--- config.mk ---
export PLATFORM = sky130hd
export DESIGN_NAME = alu_issue_ctrl
export DESIGN_NICKNAME = d
export VERILOG_FILES = /design/src/rtl/alu_pkg.sv /design/src/rtl/alu_regfile.sv /design/src/rtl/alu_issue_ctrl.sv
export SDC_FILE = /design/constraint.sdc
export NUM_CORES = 1
export LEC_CHECK = 0
export CAP_MARGIN = 0
export CORE_UTILIZATION = 55
export DETAILED_ROUTE_END_ITERATION = 10
export DONT_BUFFER_PORTS = 1
export PLACE_DENSITY = 0.7
export SYNTH_ARGS = -nofsm -noshare
export SYNTH_HDL_FRONTEND = slang
export SYNTH_SLANG_ARGS = --single-unit
--- constraint.sdc ---
create_clock -name clk -period 1.95 [get_ports clk]
set_clock_uncertainty 0.05 [all_clocks]
set_input_delay 0.2925 -clock clk [delete_from_list [all_inputs] [get_ports clk]]
set_output_delay 0.2925 -clock clk [all_outputs]
set_load 0.01 [all_outputs]
--- src/rtl/alu_pkg.sv ---
// Shared types and sizing for the ALU issue stage and its register file.
package alu_pkg;

    localparam int unsigned W    = 4;
    localparam int unsigned NREG = 4;
    localparam int unsigned AW   = $clog2(NREG);

    typedef logic [W-1:0]  data_t;
    typedef logic [AW-1:0] reg_idx_t;

    typedef enum logic [1:0] {
        IDLE,
        EXEC,
        WB
    } issue_state_e;

endpackage

--- src/rtl/alu_regfile.sv ---
// NREG x W register file: one write port, two operand read ports, one debug read port.
module alu_regfile
    import alu_pkg::*;
(
    input  logic     clk,
    input  logic     reset,
    input  logic     we,
    input  reg_idx_t waddr,
    input  data_t    wdata,
    input  reg_idx_t raddr_a,
    output data_t    rdata_a,
    input  reg_idx_t raddr_b,
    output data_t    rdata_b,
    input  reg_idx_t dbg_addr,
    output data_t    dbg_data
);

    data_t mem_q [NREG];

    always_ff @(posedge clk or posedge reset) begin
        if (reset) begin
            for (int unsigned i = 0; i < NREG; i++) begin
                mem_q[i] <= '0;
            end
        end else if (we) begin
            mem_q[waddr] <= wdata;
        end
    end

    assign rdata_a  = mem_q[raddr_a];
    assign rdata_b  = mem_q[raddr_b];
    assign dbg_data = mem_q[dbg_addr];

endmodule

--- src/rtl/alu_issue_ctrl.sv ---
// Issue stage for the 4-bit ALU: IDLE -> EXEC -> WB, one instruction in flight,
// operands read from the internal register file and the result written back.
module alu_issue_ctrl
    import alu_pkg::*;
(
    input  logic     clk,
    input  logic     reset,
    input  logic     in_valid,
    output logic     in_ready,
    input  logic     in_op,
    input  reg_idx_t in_rd,
    input  reg_idx_t in_rs1,
    input  reg_idx_t in_rs2,
    input  logic     load_valid,
    input  reg_idx_t load_addr,
    input  data_t    load_data,
    output logic     load_ready,
    output data_t    alu_a,
    output data_t    alu_b,
    output logic     alu_select,
    input  data_t    alu_out,
    input  logic     alu_zero,
    output logic     done,
    output data_t    result,
    output logic     zero_flag,
    input  reg_idx_t dbg_addr,
    output data_t    dbg_data
);

    issue_state_e state_q, state_d;
    reg_idx_t     rd_q, rd_d;
    data_t        a_q, a_d;
    data_t        b_q, b_d;
    logic         sel_q, sel_d;
    logic         done_q, done_d;
    data_t        result_q, result_d;
    logic         zero_q, zero_d;

    logic     rf_we;
    reg_idx_t rf_waddr;
    data_t    rf_wdata;
    data_t    rs1_data;
    data_t    rs2_data;

    alu_regfile u_regfile (
        .clk      (clk),
        .reset    (reset),
        .we       (rf_we),
        .waddr    (rf_waddr),
        .wdata    (rf_wdata),
        .raddr_a  (in_rs1),
        .rdata_a  (rs1_data),
        .raddr_b  (in_rs2),
        .rdata_b  (rs2_data),
        .dbg_addr (dbg_addr),
        .dbg_data (dbg_data)
    );

    always_comb begin
        state_d    = state_q;
        rd_d       = rd_q;
        a_d        = a_q;
        b_d        = b_q;
        sel_d      = sel_q;
        done_d     = 1'b0;
        result_d   = result_q;
        zero_d     = zero_q;
        rf_we      = 1'b0;
        rf_waddr   = load_addr;
        rf_wdata   = load_data;
        in_ready   = 1'b0;
        load_ready = 1'b0;

        case (state_q)
            IDLE: begin
                load_ready = 1'b1;
                in_ready   = !load_valid;
                // A load blocks acceptance in the same cycle, so the two never collide.
                if (load_valid) begin
                    rf_we = 1'b1;
                end else if (in_valid) begin
                    rd_d    = in_rd;
                    a_d     = rs1_data;
                    b_d     = rs2_data;
                    sel_d   = in_op;
                    state_d = EXEC;
                end
            end
            EXEC: begin
                state_d = WB;
            end
            WB: begin
                rf_we    = 1'b1;
                rf_waddr = rd_q;
                rf_wdata = alu_out;
                result_d = alu_out;
                zero_d   = alu_zero;
                done_d   = 1'b1;
                state_d  = IDLE;
            end
            default: begin
                state_d = IDLE;
            end
        endcase
    end

    always_ff @(posedge clk or posedge reset) begin
        if (reset) begin
            state_q  <= IDLE;
            rd_q     <= '0;
            a_q      <= '0;
            b_q      <= '0;
            sel_q    <= 1'b0;
            done_q   <= 1'b0;
            result_q <= '0;
            zero_q   <= 1'b0;
        end else begin
            state_q  <= state_d;
            rd_q     <= rd_d;
            a_q      <= a_d;
            b_q      <= b_d;
            sel_q    <= sel_d;
            done_q   <= done_d;
            result_q <= result_d;
            zero_q   <= zero_d;
        end
    end

    assign alu_a      = a_q;
    assign alu_b      = b_q;
    assign alu_select = sel_q;
    assign done       = done_q;
    assign result     = result_q;
    assign zero_flag  = zero_q;

endmodule

==> results.md <==
Final layout:
- The net count of the finished layout is 136.
- The final design area excluding fillers is 0.00185 sq mm.
- The share of final-layout standard cells stronger than drive strength 1 is 0.566.
- The number of fill cells in the layout is 238.
- The top cell types in the final layout, fill and taps aside, are 37 x sky130_fd_sc_hd__mux2_2, 35 x sky130_fd_sc_hd__dfrtp_1, 12 x sky130_fd_sc_hd__mux4_2.
- The most common cell after layout, fill and taps aside is sky130_fd_sc_hd__mux2_2.
- The antenna diode count is 0.
- The area growth from synthesis to layout is 6.39%.

Route:
- After detailed routing, the number of remaining DRC violations is 0.
- The mean number of vias per cell is 5.79.
- Detailed routing inserted a total of 909 vias.
- The routed design has 2.85 mm of wire.
- In the final routed layout, each cell accounts on average for 18.2 microns.
- The count of antenna-violating nets left after detailed routing is 0.
- The first-iteration detailed-routing DRC count is 14.
- Before antenna repair, the detailed router went through 4 iterations.

Setup path:
- Of all nets on the critical path, the largest fanout is 10.
- The family with the most delay on the worst path is flip-flops.
- The buffer and inverter count on the worst path is 0.
- The path type of the worst setup path is flip-flop to flip-flop.
- The critical-path cell with the highest stage delay is sky130_fd_sc_hd__dfrtp_1.
- Traced cell by cell, the critical path runs through or3b_4 > a211oi_4 > mux2_2.
- Data on the critical path arrives at its endpoint at 2.03 ns.
- The data required time at the worst endpoint is 2.12 ns.
- The worst setup path is captured at a flip-flop.
- STA classifies the critical path startpoint as a flip-flop.
- On the worst path, the slowest cell contributes a delay of 0.49 ns.

Logic synthesis:
- The register area share after synthesis is 0.503.
- The post-synthesis cell count is 104.
- Summing every instance area after synthesis gives 0.00174 sq mm.
- The average instance in the mapped netlist occupies 16.8 sq um.
- Synthesis inferred 35 register bits.
- The Yosys step of the flow raised 0 warnings.
- The number of distinct library cell variants in the gate-level netlist after synthesis is 17.
- The number of nets handed over by synthesis was 128.

Die:
- The die span in y is 58.3 microns.
- The initial cell density of the core is 0.576.
- The floorplan step defined a core boundary enclosing 0.00303 sq mm.
- 45 I/O pins were placed.
- The floorplan has 20 rows.
- The die is 58.3 microns wide.
- The die covers 0.00340 sq mm.

CTS:
- The maximum clock insertion buffer count is 2.
- For the worst-skew pair, the clock arrives at the later sink with an insertion delay of 0.34 ns.
- TritonCTS built the clock tree.
- The post-CTS setup repair buffer count is 0.
- For this design, the sink count on the clock tree is 35.
- The clock-pin transition on the worst setup and hold timing paths is 0.10 ns.
- After clock tree synthesis, the repair step resized 0 gates.
- The clock root buffer is sky130_fd_sc_hd__clkbuf_4.
- Clock tree synthesis inserted a total of 5 buffers.
- The count of H-tree levels built during CTS is 2.

Timing:
- The number of pins with negative max-slew slack in the final report came to 0.
- The final period utilization is 0.956.
- The worst pin sits at a relative slew slack of 0.721.
- The slew of the pin with the lowest slew margin is 0.407 ns.
- Subtracting the final worst setup slack from the clock period gives 1.86 ns.
- The count of endpoints failing hold in the final timing report came to 0.
- Static timing analysis puts the maximum clock frequency at 0.536 GHz.
- The final setup TNS is 0 ns.
- The final number of setup-violating endpoints is 0.
- Setup repair after global routing left no endpoint under its margin.

Placement:
- The final estimated routing congestion in global placement is 0.781.
- The count of buffers added on input and output ports is 0.
- The HPWL after detailed placement is 2.11 mm.
- The placed standard-cell area is 0.00179 sq mm.

Global route:
- The overall routing resource usage is 0.197.
- The via count of the first global-routing pass is 976.
- Entering global routing, the biggest net connects 36 pins.
- The total grt overflow is 0.
- The initial antenna violation count was 0.
- The wire length of the first global-routing pass is 4.68 mm.

Run:
- The number of max-cap violations is 0.

Outcome:
- The flow ran to the end, and the final reports show no timing, DRC or antenna violations.

Power and ir drop:
- The total power density per cell area is 1170 mW/mm^2.
- The maximum resistive drop on vdd is 459 uV.
- The standby leakage power is 0.733 nW.

Min path:
- The min-delay analysis places its worst path in the category input pin to flip-flop.
[per-layer routing]
layer  vias up  global-route usage  part of all wire
met5         -                   0                 0
met4         0              0.0816             0.017
met3         6              0.0725             0.058
met2        33               0.302              0.49
met1       465               0.254              0.43
li1        405                   -                 -
[Yosys cell counts (all sizes together)]
library cell,number,share of area
mux4,12,0.16
dfrtp,35,0.50
buf,4,0.019
nand2,1,0.0022
nor3,1,0.0029
nand3b,1,0.0043
nor2b,1,0.0036
nand2b,2,0.0072
a211oi,4,0.042
inv,2,0.0043
mux2i,1,0.0057
mux2,37,0.24
and2,1,0.0036
or3b,1,0.0065
nor2,1,0.0022
[cell type report]
class | instances | area, sq um | area share
Clock buffer | 7 | 45.0 | 0.0243
Inverter | 2 | 7.51 | 0.00405
Tap cell | 44 | 55.1 | 0.0297
Timing Repair Buffer | 5 | 40.0 | 0.0216
Clock inverter | 1 | 5.00 | 0.00270
Multi-Input combinational cell | 63 | 826 | 0.445
Sequential cell | 35 | 876 | 0.472
[metrics by stage]
stage	hold WS, ns	total power, mW	setup WS (ns)	util	cells
after floorplan	0.393	1.69	0.199	-	104
after global placement	0.251	1.78	0.125	0.593	148
after detailed placement	0.258	1.81	0.103	0.593	148
after CTS	0.0301	2.19	0.0765	0.612	157
after global routing	0.0235	2.30	0.00123	0.612	157
final	0.0481	2.16	0.0861	0.612	157
[worst paths after layout]
kind	start	end	slack, ns	cells after the start
setup / recovery	state_q[1]	u_regfile.mem_q[15]	0.09	3
hold / removal	alu_out[3]	result[3]	0.05	1
setup reg to reg	state_q[1]	u_regfile.mem_q[15]	0.09	3
hold reg to reg	u_regfile.mem_q[11]	u_regfile.mem_q[11]	0.51	1
max in group asynchronous	reset	u_regfile.mem_q[11]	1.11	3
min in group asynchronous	reset	zero_flag	0.43	3
[power breakdown]
| group | total, mW | leakage (nW) | switching (mW) | internal (mW) |
|---|---|---|---|---|
| registers | 1.24 | 0.417 | 0.263 | 0.980 |
| logic | 0.553 | 0.287 | 0.174 | 0.380 |
| clock network | 0.368 | 0.0293 | 0.227 | 0.140 |
| total | 2.16 | 0.733 | 0.664 | 1.50 |
[what timing repair did]
item,4_1_cts,5_1_grt
hold endpoints to repair,35,0
endpoints found under the setup margin,0,0
hold buffers,1,0
[kinds of logic (layout without fill, tap and decap cells)]
logic type	after synthesis	count (layout)	share of synthesized area
flip-flops	35	35	0.503
AO/OA/AOI/OAI	4	4	0.0416
buffers and inverters	6	15	0.0237
AND/OR/NAND/NOR	9	9	0.0323
multiplexers	50	50	0.400
[registers in the layout, summed over array words and instances (netlist names)]
signal / flops
zero_flag: 1
result: 4
done: 1
u_regfile.mem_q: 16
state_q: 2
rd_q: 2
alu_b: 4
alu_select: 1
alu_a: 4
Power figures use the tool's default switching activity.
